File: src/rtl/instr_cache_if.sv
// Fetch-side and backing-memory-side signals of the instruction cache.
// slave is the cache's view; master is the view of whatever drives fetch and memory.
interface instr_cache_if;
  logic        fetch_req;
  logic [31:0] fetch_addr;
  logic [31:0] instr;
  logic        stall;
  logic        invalidate;
  logic        mem_req;
  logic [31:0] mem_addr;
  logic        mem_ack;
  logic [31:0] mem_rdata;

  modport master (
    output fetch_req, fetch_addr, invalidate, mem_ack, mem_rdata,
    input  instr, stall, mem_req, mem_addr
  );

  modport slave (
    input  fetch_req, fetch_addr, invalidate, mem_ack, mem_rdata,
    output instr, stall, mem_req, mem_addr
  );
endinterface

File: src/rtl/instr_cache.sv
// Direct-mapped read-only instruction cache with a zero-latency hit path and an
// in-order line refill FSM over a request/acknowledge memory port.
module instr_cache #(
  parameter int unsigned LINES = 16,
  parameter int unsigned WORDS = 4
) (
  input logic          clk,
  input logic          reset,
  instr_cache_if.slave bus
);
  localparam int unsigned OB = $clog2(WORDS);
  localparam int unsigned IB = $clog2(LINES);
  localparam int unsigned TW = 32 - 2 - OB - IB;
  localparam logic [31:0]   Nop      = 32'h0000_0013;
  localparam logic [OB-1:0] LastWord = OB'(WORDS - 1);

  typedef enum logic [0:0] {StIdle, StRefill} state_e;
  state_e state_q, state_d;

  logic [LINES-1:0] valid_q, valid_d;
  logic [OB-1:0]    cnt_q, cnt_d;
  logic             drop_q, drop_d;
  logic [TW-1:0]    tag_lat_q, tag_lat_d;
  logic [IB-1:0]    idx_lat_q, idx_lat_d;

  logic [TW-1:0] tag_q  [LINES];
  logic [31:0]   data_q [LINES*WORDS];

  logic [OB-1:0] f_off;
  logic [IB-1:0] f_idx;
  logic [TW-1:0] f_tag;
  logic          hit, miss, ack, unused_addr_lsb;

  assign f_off           = bus.fetch_addr[2+OB-1:2];
  assign f_idx           = bus.fetch_addr[2+OB+IB-1:2+OB];
  assign f_tag           = bus.fetch_addr[31:2+OB+IB];
  assign unused_addr_lsb = ^bus.fetch_addr[1:0];

  assign hit  = valid_q[f_idx] && (tag_q[f_idx] == f_tag);
  assign miss = bus.fetch_req && !hit;
  assign ack  = (state_q == StRefill) && bus.mem_ack;

  always_ff @(posedge clk) begin
    if (reset) state_q <= StIdle;
    else       state_q <= state_d;
  end

  always_comb begin
    state_d = state_q;
    unique case (state_q)
      StIdle:   if (miss) state_d = StRefill;
      StRefill: if (ack && cnt_q == LastWord) state_d = StIdle;
      default:  state_d = StIdle;
    endcase
  end

  always_comb begin
    bus.instr    = Nop;
    bus.stall    = 1'b0;
    bus.mem_req  = 1'b0;
    bus.mem_addr = '0;
    unique case (state_q)
      StIdle: begin
        if (bus.fetch_req) begin
          if (hit) bus.instr = data_q[{f_idx, f_off}];
          else     bus.stall = 1'b1;
        end
      end
      StRefill: begin
        bus.stall    = 1'b1;
        bus.mem_req  = 1'b1;
        bus.mem_addr = {tag_lat_q, idx_lat_q, cnt_q, 2'b00};
      end
      default: ;
    endcase
  end

  // Invalidate is applied last so it wins over a line completing in the same cycle.
  always_comb begin
    valid_d   = valid_q;
    cnt_d     = cnt_q;
    drop_d    = drop_q;
    tag_lat_d = tag_lat_q;
    idx_lat_d = idx_lat_q;
    if (state_q == StIdle && miss) begin
      tag_lat_d = f_tag;
      idx_lat_d = f_idx;
      cnt_d     = '0;
      drop_d    = 1'b0;
    end
    if (ack) begin
      cnt_d = cnt_q + 1'b1;
      if (cnt_q == LastWord && !drop_q) valid_d[idx_lat_q] = 1'b1;
    end
    if (bus.invalidate) begin
      valid_d = '0;
      if (state_q == StRefill) drop_d = 1'b1;
    end
  end

  always_ff @(posedge clk) begin
    if (reset) begin
      valid_q   <= '0;
      cnt_q     <= '0;
      drop_q    <= 1'b0;
      tag_lat_q <= '0;
      idx_lat_q <= '0;
    end else begin
      valid_q   <= valid_d;
      cnt_q     <= cnt_d;
      drop_q    <= drop_d;
      tag_lat_q <= tag_lat_d;
      idx_lat_q <= idx_lat_d;
    end
  end

  // Tag and data arrays carry no reset; valid bits alone gate their use.
  always_ff @(posedge clk) begin
    if (!reset && ack) begin
      data_q[{idx_lat_q, cnt_q}] <= bus.mem_rdata;
      if (cnt_q == LastWord) tag_q[idx_lat_q] <= tag_lat_q;
    end
  end
endmodule

File: src/flat_wrapper.sv
// flat-port wrapper written by rule: the top's interface ports become plain ports
module instr_cache_flat 
#(
  parameter int unsigned LINES = 16,
  parameter int unsigned WORDS = 4
)
  (clk, reset, bus_fetch_req, bus_fetch_addr, bus_invalidate, bus_mem_ack, bus_mem_rdata, bus_instr, bus_stall, bus_mem_req, bus_mem_addr);
  instr_cache_if bus_i ();
  input logic clk;
  input logic reset;
  input wire logic [$bits(bus_i.fetch_req)-1:0] bus_fetch_req;
  input wire logic [$bits(bus_i.fetch_addr)-1:0] bus_fetch_addr;
  input wire logic [$bits(bus_i.invalidate)-1:0] bus_invalidate;
  input wire logic [$bits(bus_i.mem_ack)-1:0] bus_mem_ack;
  input wire logic [$bits(bus_i.mem_rdata)-1:0] bus_mem_rdata;
  output wire logic [$bits(bus_i.instr)-1:0] bus_instr;
  output wire logic [$bits(bus_i.stall)-1:0] bus_stall;
  output wire logic [$bits(bus_i.mem_req)-1:0] bus_mem_req;
  output wire logic [$bits(bus_i.mem_addr)-1:0] bus_mem_addr;
  assign bus_i.fetch_req = bus_fetch_req;
  assign bus_i.fetch_addr = bus_fetch_addr;
  assign bus_i.invalidate = bus_invalidate;
  assign bus_i.mem_ack = bus_mem_ack;
  assign bus_i.mem_rdata = bus_mem_rdata;
  assign bus_instr = bus_i.instr;
  assign bus_stall = bus_i.stall;
  assign bus_mem_req = bus_i.mem_req;
  assign bus_mem_addr = bus_i.mem_addr;
  instr_cache #(.LINES(LINES), .WORDS(WORDS)) u_core (.clk(clk), .reset(reset), .bus(bus_i));
endmodule
File: config.mk
export PLATFORM = sky130hd
export DESIGN_NAME = instr_cache_flat
export DESIGN_NICKNAME = d
export VERILOG_FILES = /design/src/rtl/instr_cache_if.sv /design/src/rtl/instr_cache.sv /design/src/flat_wrapper.sv
export SDC_FILE = /design/constraint.sdc
export NUM_CORES = 2
export LEC_CHECK = 0
export ABC_AREA = 0
export CAP_MARGIN = 20
export CELL_PAD_IN_SITES_DETAIL_PLACEMENT = 0
export CELL_PAD_IN_SITES_GLOBAL_PLACEMENT = 1
export CORE_MARGIN = 5
export CORE_UTILIZATION = 56
export CTS_CLUSTER_DIAMETER = 60
export CTS_CLUSTER_SIZE = 28
export DETAILED_ROUTE_END_ITERATION = 10
export PLACE_DENSITY_LB_ADDON = 0.1
export SKIP_CTS_REPAIR_TIMING = 1
export SLEW_MARGIN = 20
export SYNTH_ARGS = -nofsm -noshare
export SYNTH_HDL_FRONTEND = slang
export SYNTH_SLANG_ARGS = --single-unit
File: constraint.sdc
create_clock -name clk -period 5.9 [get_ports clk]
set_input_delay 1.18 -clock clk [delete_from_list [all_inputs] [get_ports clk]]
set_output_delay 1.18 -clock clk [all_outputs]
set_load 0.02 [all_outputs]
==> results.txt <==
----------------------------------------------------
[STA]
  Number of setup violations in the final report ... 0
  Final hold violation count ... 0
  RSZ-0062 raised after global routing ... false
  Max Freq ... between 0.15 and 0.2 GHz
  Share of the cycle needed by the critical path after routing ... 95.80%
  Slew at the pin closest to its max-slew limit ... 1.151 ns
  Final WS setup ... 0.2478 ns
  Slew Limit Fails ... 0
  Setup_tns ... 0 ns
  Max Clock Skew ... 0.02922 ns
  Final critical delay including setup and external delays ... 5.652 ns
  Max transition margin ... between 20% and 30%
  Fin Hold WS ... 0.4697 ns

[Run]
  Reported max-cap violation count ... 0

[Yosys]
  Main combinational cell family by area after synthesis ... multiplexers
  Post-synthesis compound-gate area fraction ... less than 1%
  Netlist area before placement ... about 96000 um2
  Share of synthesized cell area in full adder, half adder and majority cells ... less than 1%
  Post-Synth Simple-Gate Area ... ~1.9%
  Post-synthesis async set-or-reset flop share ... 0%
  Synth warnings ... 0
  Fraction of synthesized area in multiplexers ... 19.01%
  Portion of the post-synthesis area used by sequential elements ... roughly 77%
  Average instance area after synthesis ... between 20 and 25 um2
  Synth Area in XOR/XNOR ... less than 1%
  Number of standard cells after synthesis ... between 3000 and 4000
  Count of cell types in the netlist ... 60
  Register bit total from synthesis ... around 2500
  Cells taking the most area after synthesis ... sky130_fd_sc_hd__edfxtp_1, sky130_fd_sc_hd__mux4_2, sky130_fd_sc_hd__mux2i_1
  Largest area contributor in the synthesized netlist ... sky130_fd_sc_hd__edfxtp_1
  Post-synth EDFFs ... around 2400
  Area share of the largest cell type after synthesis ... ~76%
  Prevailing post-synth register cell ... sky130_fd_sc_hd__edfxtp_1

[Placed design]
  Count of port buffers added during placement ... 130
  Pre-CTS setup slack ... -0.06913 ns
  Gp weighted congestion ... about 0.77
  Placed wire-length estimate ... about 140 mm

[Setup path]
  CP Data Arrival Time ... ~4.5 ns
  Req. time, crit path ... between 4 and 5 ns
  Kind of critical path ... input pin to output pin
  Maximum fanout along the worst path ... 26
  Capturing element type of the critical path ... output pin
  Crit path launch type ... input pin

[Route]
  Via-per-instance ratio ... roughly 6.6
  Number of design rule violations left after detail routing ... 0
  Average wire length per cell after detail routing ... between 30 and 40 um
  Detail Route Antenna Nets ... 0
  Initial DRT Pass Iterations ... 5
  Via count ... approximately 44000
  Final Routed Wirelength ... between 200 and 250 mm
  Number of design-rule violations left by the first detailed-router iteration ... about 6000

[Floorplanning]
  Area of the die ... about 180000 um2
  I/O pin count ... roughly 140
  Initial standard-cell utilization of the core ... 56.39%
  Row Count ... 151
  Die width ... around 420 um
  Placeable core area ... 169500 um2
  Die extent in y ... between 400 and 500 um

[Global route]
  Overflow left after global routing ... 0
  Global Route Usage Sum ... between 20% and 30%
  Maximum number of pins on one net before global-route repair ... ~70
  Number of global-route vias before repair ... 44040
  Global-route wire length before repair ... 338.6 mm
  Initial antenna violation count ... 20

[CTS]
  Clock network latency to the later pin of the worst-skew pair ... slightly above 0.8 ns
  Clock transition at path regs ... approximately 0.08 ns
  Clock Tree Buf Depth ... 3
  CTS tree ... done
  Root buffer cell ... sky130_fd_sc_hd__clkbuf_16
  Number of H-tree levels ... 4
  Num Clock Sinks ... approximately 2500
  Cts bufs inserted ... 150

[Layout]
  # fillers ... 11220
  Sequential Area ... ~74000 um2
  Total area of multi-input combinational cells ... about 21000 um2
  Post-layout nets ... 4400
  Most common cell after layout, fill and taps aside ... sky130_fd_sc_hd__edfxtp_1
  Top library cells by usage in the layout, fill and taps aside ... sky130_fd_sc_hd__edfxtp_1, sky130_fd_sc_hd__mux4_2, sky130_fd_sc_hd__buf_4, sky130_fd_sc_hd__clkbuf_16, sky130_fd_sc_hd__mux2i_1
  Layout overhead on the synthesized area ... 12.07%
  Share of final-layout standard cells stronger than drive strength 1 ... around a third

[Worst hold path]
  Type of the most critical hold path ... flip-flop to flip-flop

[Pwr]
  Maximum vdd ir drop ... slightly below 300 uV
  Power density normalized to cell area ... 305.4 nW/um2
  Static leakage ... 0.03371 uW
  Overall Power ... roughly 33000 uW

[Outcome]
  Status ... complete, no violations

----------------------------------------------------
## Yosys cell counts (20+ instances only)
| master | instances |
|---|---|
| sky130_fd_sc_hd__nand2b_1 | 60 |
| sky130_fd_sc_hd__nor2_1 | 108 |
| sky130_fd_sc_hd__edfxtp_1 | 2432 |
| sky130_fd_sc_hd__a21oi_1 | 20 |
| sky130_fd_sc_hd__mux4_2 | 759 |
| sky130_fd_sc_hd__and2_1 | 31 |
| sky130_fd_sc_hd__nor2b_1 | 34 |
| sky130_fd_sc_hd__mux2i_1 | 98 |
| sky130_fd_sc_hd__clkbuf_1 | 162 |
| sky130_fd_sc_hd__buf_2 | 27 |
| sky130_fd_sc_hd__nand2_1 | 25 |
| sky130_fd_sc_hd__dfxtp_1 | 48 |
## worst max-delay path, stage by stage
cell	delay (ns)
sky130_fd_sc_hd__clkbuf_8	0.17
sky130_fd_sc_hd__buf_4	0.23
sky130_fd_sc_hd__mux4_2	0.52
sky130_fd_sc_hd__mux2i_1	0.18
sky130_fd_sc_hd__mux2i_1	0.10
sky130_fd_sc_hd__xor2_1	0.20
sky130_fd_sc_hd__or4_1	0.50
sky130_fd_sc_hd__nor4_1	0.25
sky130_fd_sc_hd__nand4_1	0.24
sky130_fd_sc_hd__buf_12	0.25
sky130_fd_sc_hd__buf_4	0.20
sky130_fd_sc_hd__nor2b_1	0.20
sky130_fd_sc_hd__buf_4	0.19
## final timing paths
kind                                   startpoint                              end  slack [ns]  depth (start not counted)
setup / recovery                bus_fetch_addr[5]                    bus_instr[11]        0.25                         13
hold / removal    u_core.valid_q[14]$_SDFFE_PP0P_  u_core.valid_q[14]$_SDFFE_PP0P_        0.47                          2
setup reg to reg        u_core.state_q$_SDFF_PP0_  u_core.data_q[31][17]$_DFFE_PP_        2.22                          6
hold reg to reg   u_core.valid_q[14]$_SDFFE_PP0P_  u_core.valid_q[14]$_SDFFE_PP0P_        0.47                          2
## report_power, final
part | switching (uW) | internal [uW]
clock | 6310 | 5320
sequential | 57.8 | 19300
combinational | 922 | 759
total | 7290 | 25400
## kinds of logic (layout without fill, tap and decap cells)
family,after synthesis,count (layout)
AOI/OAI and AO/OA,54,54
DFF,2480,2480
muxes,865,865
buffers and inverters,224,699
and+or+nand+nor,336,336
other,1,10
xor gates and xnor gates,22,22
adders and majority gates,1,1
## cell type report
| cell class | count | share of cell area [%] |
|---|---|---|
| multi-input combinational | 1280 | 19.81 |
| tap | 2218 | 2.591 |
| timing repair buffer | 413 | 3.618 |
| clock buffer | 158 | 3.592 |
| inverter | 5 | 0.01752 |
| clock inverter | 123 | 1.272 |
| sequential | 2480 | 69.08 |
| antenna | 8 | 0.01869 |
## routing by layer
metal	vias to the layer above	wire [um]	part of all wire [%]	GRT usage, %
li1	17760	-	-	-
met1	24190	96030	40	39.27
met2	2045	116600	48	42.62
met3	346	21560	8.9	6.186
met4	2	7014	2.9	7.380
met5	-	9	0.0037	0
## sequential cells by signal, indices dropped and copies added (netlist names)
signal and count:
u_core.state_q 1, u_core.data_q 2048, u_core.idx_lat_q 4, u_core.tag_q 384, u_core.drop_q 1, u_core.tag_lat_q 24
u_core.valid_q 16, u_core.cnt_q 2
## metrics by stage
stage / instance area [um2] / utilization, % / std cells
finish: 107100 / 63.20 / 6685
global route: 107100 / 63.20 / 6682
CTS: 106900 / 63.11 / 6675
detailed placement: 101700 / 60.03 / 6394
global placement: 101700 / 60.03 / 6394
floorplan: 95570 / - / 3984
Power figures use the tool's default switching activity.
